## config.mk

```make
export PLATFORM = sky130hd
export DESIGN_NAME = password_entry
export DESIGN_NICKNAME = d
export VERILOG_FILES = /design/src/rtl/password_entry.sv
export SDC_FILE = /design/constraint.sdc
export NUM_CORES = 1
export LEC_CHECK = 0
export ABC_AREA = 1
export BUFFER_PORTS_ARGS = -buffer_cell sky130_fd_sc_hd__buf_4
export CORE_MARGIN = 1
export CORE_UTILIZATION = 35
export CTS_BUF_LIST = sky130_fd_sc_hd__clkbuf_16
export CTS_CLUSTER_DIAMETER = 60
export CTS_CLUSTER_SIZE = 8
export DETAILED_ROUTE_END_ITERATION = 7
export HOLD_SLACK_MARGIN = 0.05
export SYNTH_ARGS = -nofsm -noshare
export SYNTH_HDL_FRONTEND = slang
export SYNTH_SLANG_ARGS = --single-unit
export TNS_END_PERCENT = 20
```

## constraint.sdc

```tcl
create_clock -name clk -period 2.5 [get_ports clk]
set_clock_uncertainty 0.2 [all_clocks]
set_input_delay 0.5 -clock clk [delete_from_list [all_inputs] [get_ports clk]]
set_output_delay 0.5 -clock clk [all_outputs]
set_load 0.05 [all_outputs]
```

## src/rtl/password_entry.sv

```systemverilog
// password_entry: keypad front end for the combination lock.
// Compares typed digits against a stored password and drives the count/length
// buses that the lock comparator checks for equality. While open, a new
// password can be programmed. Repeated failures trigger a timed lockout.
//
// Ports:
//   clk, rst_n   - system clock, asynchronous active-low reset
//   key_valid    - one-cycle strobe qualifying key_digit
//   key_digit    - keypad digit value
//   key_enter    - one-cycle strobe committing an attempt or a new password
//   key_clear    - one-cycle strobe aborting entry or relocking
//   set_mode     - level; enter while open selects password change
//   count        - committed number of correct leading digits
//   length       - stored password length
//   entered      - digits typed in the current attempt / new password
//   locked_out   - high while keys are ignored after repeated failures
module password_entry #(
  parameter int unsigned MAX_LEN        = 7,
  parameter int unsigned DIGIT_W        = 4,
  parameter int unsigned MAX_FAILS      = 3,
  parameter int unsigned LOCKOUT_CYCLES = 1000
) (
  input  logic               clk,
  input  logic               rst_n,
  input  logic               key_valid,
  input  logic [DIGIT_W-1:0] key_digit,
  input  logic               key_enter,
  input  logic               key_clear,
  input  logic               set_mode,
  output logic [2:0]         count,
  output logic [2:0]         length,
  output logic [2:0]         entered,
  output logic               locked_out
);

  localparam int unsigned LEN_W   = 3;
  localparam int unsigned FAIL_W  = (MAX_FAILS > 1) ? $clog2(MAX_FAILS + 1) : 1;
  localparam int unsigned TIMER_W = (LOCKOUT_CYCLES > 1) ? $clog2(LOCKOUT_CYCLES) : 1;
  localparam int unsigned DEF_LEN = 4;

  typedef enum logic [1:0] {
    ST_ENTRY,
    ST_OPEN,
    ST_SET,
    ST_LOCKOUT
  } state_e;

  state_e               state_q, state_d, eff_state;
  logic [DIGIT_W-1:0]   pw_q    [MAX_LEN];
  logic [DIGIT_W-1:0]   pw_d    [MAX_LEN];
  logic [DIGIT_W-1:0]   newpw_q [MAX_LEN];
  logic [DIGIT_W-1:0]   newpw_d [MAX_LEN];
  logic [LEN_W-1:0]     len_q, len_d;
  logic [LEN_W-1:0]     count_q, count_d;
  logic [LEN_W-1:0]     pos_q, pos_d;
  logic [LEN_W-1:0]     run_q, run_d;
  logic                 bad_q, bad_d;
  logic [FAIL_W-1:0]    fails_q, fails_d;
  logic [TIMER_W-1:0]   timer_q, timer_d;
  logic                 locked_q, locked_d;

  // State and datapath registers; reset restores the 1-2-3-4 password.
  always_ff @(posedge clk or negedge rst_n) begin
    if (!rst_n) begin
      state_q  <= ST_ENTRY;
      for (int i = 0; i < MAX_LEN; i++) begin
        pw_q[i]    <= (i < DEF_LEN) ? DIGIT_W'(i + 1) : '0;
        newpw_q[i] <= '0;
      end
      len_q    <= LEN_W'(DEF_LEN);
      count_q  <= '0;
      pos_q    <= '0;
      run_q    <= '0;
      bad_q    <= 1'b0;
      fails_q  <= '0;
      timer_q  <= '0;
      locked_q <= 1'b0;
    end else begin
      state_q  <= state_d;
      pw_q     <= pw_d;
      newpw_q  <= newpw_d;
      len_q    <= len_d;
      count_q  <= count_d;
      pos_q    <= pos_d;
      run_q    <= run_d;
      bad_q    <= bad_d;
      fails_q  <= fails_d;
      timer_q  <= timer_d;
      locked_q <= locked_d;
    end
  end

  // Next-state logic. Key priority: clear > enter > digit.
  always_comb begin
    state_d  = state_q;
    pw_d     = pw_q;
    newpw_d  = newpw_q;
    len_d    = len_q;
    count_d  = count_q;
    pos_d    = pos_q;
    run_d    = run_q;
    bad_d    = bad_q;
    fails_d  = fails_q;
    timer_d  = timer_q;

    // The final lockout cycle behaves as ENTRY so a key on the release edge is not lost.
    eff_state = state_q;
    if (state_q == ST_LOCKOUT && timer_q == '0) begin
      eff_state = ST_ENTRY;
    end

    case (eff_state)
      ST_ENTRY: begin
        state_d = ST_ENTRY;
        if (key_clear) begin
          pos_d = '0;
          run_d = '0;
          bad_d = 1'b0;
        end else if (key_enter) begin
          if (run_q == len_q && !bad_q && pos_q == len_q) begin
            count_d = len_q;
            fails_d = '0;
            state_d = ST_OPEN;
          end else begin
            count_d = '0;
            if (fails_q == FAIL_W'(MAX_FAILS - 1)) begin
              fails_d = '0;
              timer_d = TIMER_W'(LOCKOUT_CYCLES - 1);
              state_d = ST_LOCKOUT;
            end else begin
              fails_d = fails_q + FAIL_W'(1);
            end
          end
          pos_d = '0;
          run_d = '0;
          bad_d = 1'b0;
        end else if (key_valid) begin
          if (pos_q < len_q && !bad_q && key_digit == pw_q[pos_q]) begin
            run_d = run_q + LEN_W'(1);
          end else begin
            bad_d = 1'b1;
            run_d = '0;
          end
          if (pos_q != LEN_W'(MAX_LEN)) begin
            pos_d = pos_q + LEN_W'(1);
          end
        end
      end

      ST_OPEN: begin
        if (key_clear || (key_enter && !set_mode)) begin
          count_d = '0;
          state_d = ST_ENTRY;
        end else if (key_enter) begin
          for (int i = 0; i < MAX_LEN; i++) begin
            newpw_d[i] = '0;
          end
          pos_d   = '0;
          state_d = ST_SET;
        end
      end

      ST_SET: begin
        if (key_clear) begin
          pos_d   = '0;
          state_d = ST_OPEN;
        end else if (key_enter) begin
          if (pos_q != '0) begin
            pw_d    = newpw_q;
            len_d   = pos_q;
            count_d = '0;
            state_d = ST_ENTRY;
          end else begin
            state_d = ST_OPEN;
          end
          pos_d = '0;
        end else if (key_valid && pos_q != LEN_W'(MAX_LEN)) begin
          newpw_d[pos_q] = key_digit;
          pos_d          = pos_q + LEN_W'(1);
        end
      end

      ST_LOCKOUT: begin
        timer_d = timer_q - TIMER_W'(1);
      end
    endcase

    locked_d = (state_d == ST_LOCKOUT);
  end

  // pos is held at zero outside ENTRY/SET, so it doubles as the entered count.
  assign count      = count_q;
  assign length     = len_q;
  assign entered    = pos_q;
  assign locked_out = locked_q;

endmodule

```

=== After elaboration in Yosys (flattened, before gate mapping) ===
Cells that the tools add are included.
Widths: inputs -> output; s select.

* $add $sub $neg: 4
* Order comparisons: 3
* Equal/unequal tests: 26
* Multiplexer cells: 56
* Bitwise operators: 2
* Reduce and logical (&&, ||, !) cells: 26

{| class="wikitable"
|+ Operators with widths
! cell !! count
|-
| $mux 28 || 5
|-
| $mux 3 || 20
|-
| $pmux 28 s2 || 1
|-
| $mux 10 || 4
|-
| $bwmux 28 || 1
|-
| $ne 2x2->1 const B || 12
|-
| $mux 2 || 11
|-
| $pmux 10 s2 || 1
|-
| $pmux 3 s3 || 2
|-
| $bmux 4 s3 || 1
|-
| $demux 4 s3 || 1
|-
| $mux 4 || 3
|-
| $ne 4x4->1 const B || 3
|-
| $reduce_and 6->1 || 2
|-
| $eq 2x2->1 const B || 5
|-
| $logic_not 10->1 || 1
|-
| $sub 10x1->10 const B || 1
|-
| $reduce_bool 3->1 || 3
|-
| $logic_and 1x1->1 || 8
|-
| $reduce_and 7->1 || 1
|-
| $add 3x1->3 const B || 2
|-
| $eq 3x3->1 || 2
|-
| $ne 3x3->1 const B || 2
|-
| $pmux 2 s3 || 1
|-
| 17 further kinds || 24
|}

* Bits in registers: 84
* Output and inout port bits: 10
* Logic and storage cells: 140

=== Depth between registers and ports, before layout ===
* Depth in word-level cells: 10
* Mapped depth: 16

=== Worst setup path after synthesis ===
OpenSTA, ideal clock, no wires.

* Path type: flip-flop to flip-flop
* Start: register pos_q[0], in the netlist entered[0]
* End: register timer_q[6]
* Library setup time: 0.123 ns
* Data arrival time: 2.120 ns
* Required time: 2.177 ns
* Path slack: 0.057 ns
* Cell stages (with the launch flop): 15
* Buffers on the path: 3
* Period minus slack after synthesis: 2.443 ns
* Path through: dfrtp_1 buf_6 inv_4 buf_4 ha_1 nand4_1 nor3_1 nand2_1 nand2_1 nand2_1 nand2_2 inv_2 buf_6 o21ai_1 o21ai_1

* Word-level cells in the longest chain between the ends: 4

{| class="wikitable"
|+ Ends and longest elaborated chain
! element !! RTL line !! RTL
|-
| start, declared || 55 || <nowiki>logic [LEN_W-1:0] pos_q, pos_d;</nowiki>
|-
| start signal, assigned || 84 || <nowiki>pos_q <= pos_d;</nowiki>
|-
| $eq 3x3->1 || 120 || <nowiki>if (run_q == len_q && !bad_q && pos_q == len_q) begin</nowiki>
|-
| $logic_and 1x1->1 || 120 ||
|-
| $ne 2x2->1 (no source line) || -- ||
|-
| $reduce_and 5->1 (no source line) || -- ||
|-
| end signal, assigned || 88 || <nowiki>timer_q <= timer_d;</nowiki>
|-
| end, declared || 59 || <nowiki>logic [TIMER_W-1:0] timer_q, timer_d;</nowiki>
|}

No other way between the ends.
A chain may end at the register's enable or synchronous reset.

=== Worst setup path after layout ===
* Start: register len_q[2], in the netlist length[2]
* End: register timer_q[8]

* Word-level cells in the longest chain between the ends: 5

{| class="wikitable"
|+ Ends and longest elaborated chain
! element !! RTL line !! RTL
|-
| start, declared || 53 || <nowiki>logic [LEN_W-1:0] len_q, len_d;</nowiki>
|-
| start signal, assigned || 70 || <nowiki>len_q <= LEN_W'(DEF_LEN);</nowiki>
|-
| start signal, assigned || 82 || <nowiki>len_q <= len_d;</nowiki>
|-
| $eq 3x3->1 || 120 ||
|-
| $logic_and 1x1->1 || 120 ||
|-
| $logic_and 1x1->1 * || 120 ||
|-
| $ne 2x2->1 (no source line) * || -- ||
|-
| $reduce_and 5->1 (no source line) * || -- ||
|}

Every way passes the cells marked *; elsewhere a longest branch is shown, timed or not.

==> results_dict.tcl <==
set metrics [dict create \
    cp.required_ns 2.52 \
    reg2reg_setup_slack_ns 0.23 \
    fin_setup_tns_ns 0 \
    swShare 0.214 \
    die_area_mm2 0.0128 \
    drv_slew 0 \
    start_util 0.359 \
    leakage_uw 0.00244 \
    worst_setup_path_end_kind "register" \
    crit_type "reg2reg" \
    post_cts_buffers 0 \
    antenna_found_initial 0 \
    drt_wl_total_um 9560 \
    cts_sinks 84 \
    cts_buffers 9 \
    ant_nets 0 \
    fp.dieW_um 113 \
    synth_cell_types 33 \
    layout_commonest_cell "nand2_1" \
    pwr-share-comb 0.025 \
    post_drt_wl_per_cell_um 13.5 \
    p_per_area_mw_per_mm2 552 \
    arrival_ns 2.29 \
    hold_class "reg2reg" \
    clk_latency_ns 0.34 \
    track_usage 0.163 \
    synth_edf_count 0 \
    rows 40 \
    async_flop_share 1.00 \
    setup_viol 0 \
    synth_seq_cells 84 \
    syn2layout_area_growth_pct 15.0 \
    vias_per_cell 4.85 \
    post-route-min-period_ns 2.27 \
    cts_max_level 3 \
    cts_root_buffer "clkbuf_16" \
    pin_count 20 \
    clk_pin_slew_ns 0.06 \
    min_from "pw_q[8]$_DFFE_PN0P_" \
    synthFlopType "dfrtp_1" \
    yosysSeqAreaShare 0.489 \
    timing.rr.start "length[2]$_DFFE_PN1P_" \
    grt_pass1_wl_um 16100 \
    gp_congestion 0.794 \
    clockPowerShare 0.478 \
    nets 576 \
    cts_buffer_depth 2 \
    min_path_cells 2 \
    p_int_uw 2150 \
    drv_cap 0 \
    r2r-end "timer_q[8]$_DFFE_PN0P_" \
    synthCells 528 \
    cts-resized-gates 0 \
    final_cells 707 \
    grt_start_max_net_pins 57 \
    synth_area_per_cell_um2 8.16 \
    place_hpwl_um 6990 \
    ir_drop_uv 531 \
    fp.coreArea_mm2 0.0120 \
    hold_viol 0 \
    p_sw_uw 586 \
    dp_slack_ns 0.239 \
    min_to "pw_q[8]$_DFFE_PN0P_" \
    dp_cells 690 \
    cp-start-kind "register" \
    yosys_warnings 0 \
    seq_power_share 0.497 \
    antenna_cells 0 \
    drt_pass1_iterations 5 \
    layout-drive-gt1-share 0.154 \
    post-route-period-util 0.909 \
    hold_buffers 1 \
    hold_slack_ns 0.285 \
    cp_max_fo 12 \
    cts_tree "yes" \
    worst_pin_slew_ns 0.538 \
    mostFrequentLayoutCells "nand2_1 (120), inv_1 (83), dfrtp_1 (78)" \
    grt-ovfl-total 0 \
    slew_headroom 0.641 \
    outcome "finished clean" \
    reg2reg_depth 11 \
    num_vias 3430 \
    synth.cell_area_mm2 0.00431 \
    die_h_um 113 \
    timing.final.ws_setup_ns 0.229 \
    drcViolationCount 0 \
    io_buffer_count 19 \
    fmax_ghz 0.440 \
    rsz0062_at_grt "no" \
    syn_nets 549 \
    fillCellCount 1209 \
    dr.first_iter.drc_count 181 \
    grt_pass1_vias 3284 \
]
synthesized netlist by cell type (2+ instances only):
master    instances  area, um2
nand2_1         120        450
inv_1            82        308
dfrtp_1          78       1950
o21ai_0          41        205
nor2_1           33        124
o22ai_1          30        188
nand3_1          23        115
a21oi_1          14       70.1
o21ai_1          13       65.1
ha_1             11        138
inv_2            11       41.3
xor2_1           10       87.6
nand2_2           9       56.3
clkbuf_1          7       26.3
dfstp_2           6        158
nand4_1           6       37.5
nor2_2            5       31.3
buf_6             4       45.0
a31oi_1           3       18.8
buf_4             3       22.5
nor2_4            3       33.8
a22oi_1           2       15.0
nand3b_1          2       15.0
nor3_1            2       10.0
o21bai_1          2       15.0
stage by stage:
step                utilization  area, um2  total power (uW)
floorplan                     -       4310              1400
global placement          0.387       4650              1450
detailed placement        0.387       4650              1450
CTS                       0.413       4960              2770
global route              0.413       4960              2820
finish                    0.413       4960              2740
cell families (layout without fill, tap and decap cells):
| kind of cell | Yosys count | after routing | synth area share |
|---|---|---|---|
| AND/OR/NAND/NOR | 206 | 206 | 0.210 |
| buffers and inverters | 109 | 141 | 0.105 |
| AO/OA/AOI/OAI | 108 | 108 | 0.143 |
| XOR/XNOR | 10 | 10 | 0.0203 |
| adder cells (fa/ha/maj) | 11 | 11 | 0.0319 |
| flip-flops | 84 | 84 | 0.489 |
final cells by class:
class | count | area [um2] | share of cell area
clock buffer | 9 | 225 | 0.0454
clock inverter | 7 | 70.1 | 0.0141
inverter | 94 | 355 | 0.0717
multi-input combinational | 335 | 1750 | 0.353
sequential | 84 | 2110 | 0.426
tap | 147 | 184 | 0.0371
timing repair buffer | 31 | 260 | 0.0525
power groups by stage:
stage	clock (uW)	sequential, uW	combinational, uW
2_1_floorplan	0	1390	13.9
3_5_place_dp	0	1390	69.4
5_1_grt	1380	1360	78.5
6_report	1310	1360	68.6
4_1_cts	1340	1360	71.0
3_3_place_gp	0	1390	69.3
critical path, cell delays in order (launching register included):
cell	delay [ns]
dfstp_2	0.58
inv_1	0.07
ha_1	0.31
nand4_1	0.10
nor3_1	0.14
nand2_1	0.16
nand2_1	0.12
nand2_1	0.07
nand2_2	0.12
inv_2	0.11
o21ai_1	0.10
o21ai_1	0.09
sequential cells by signal (all words and copies together) (netlist names):
signal      count
bad_q           1
count           3
entered         3
fails_q         2
length          3
locked_out      1
newpw_q        28
pw_q           28
run_q           3
state_q         2
timer_q        10
worst max path at each step:
stage,startpoint,endpoint,slack (ns),cells past startpoint
2_1_floorplan,entered[0]$_DFFE_PN0P_,timer_q[6]$_DFFE_PN0P_,0.06,14
3_3_place_gp,length[2]$_DFFE_PN1P_,timer_q[2]$_DFFE_PN0P_,0.29,11
3_5_place_dp,state_q[0]$_DFF_PN0_,newpw_q[27]$_DFFE_PN0P_,0.24,9
4_1_cts,length[2]$_DFFE_PN1P_,timer_q[8]$_DFFE_PN0P_,0.22,11
5_1_grt,length[2]$_DFFE_PN1P_,timer_q[7]$_DFFE_PN0P_,0.04,11
6_report,length[2]$_DFFE_PN1P_,timer_q[8]$_DFFE_PN0P_,0.23,11
routing by layer:
| metal | track usage | wire length [um] |
|---|---|---|
| met1 | 0.212 | 4580 |
| met2 | 0.269 | 4590 |
| met3 | 0.0391 | 264 |
| met4 | 0.0491 | 125 |
| met5 | 0 | 0 |
Note: power is estimated with default switching activity, not from simulation.
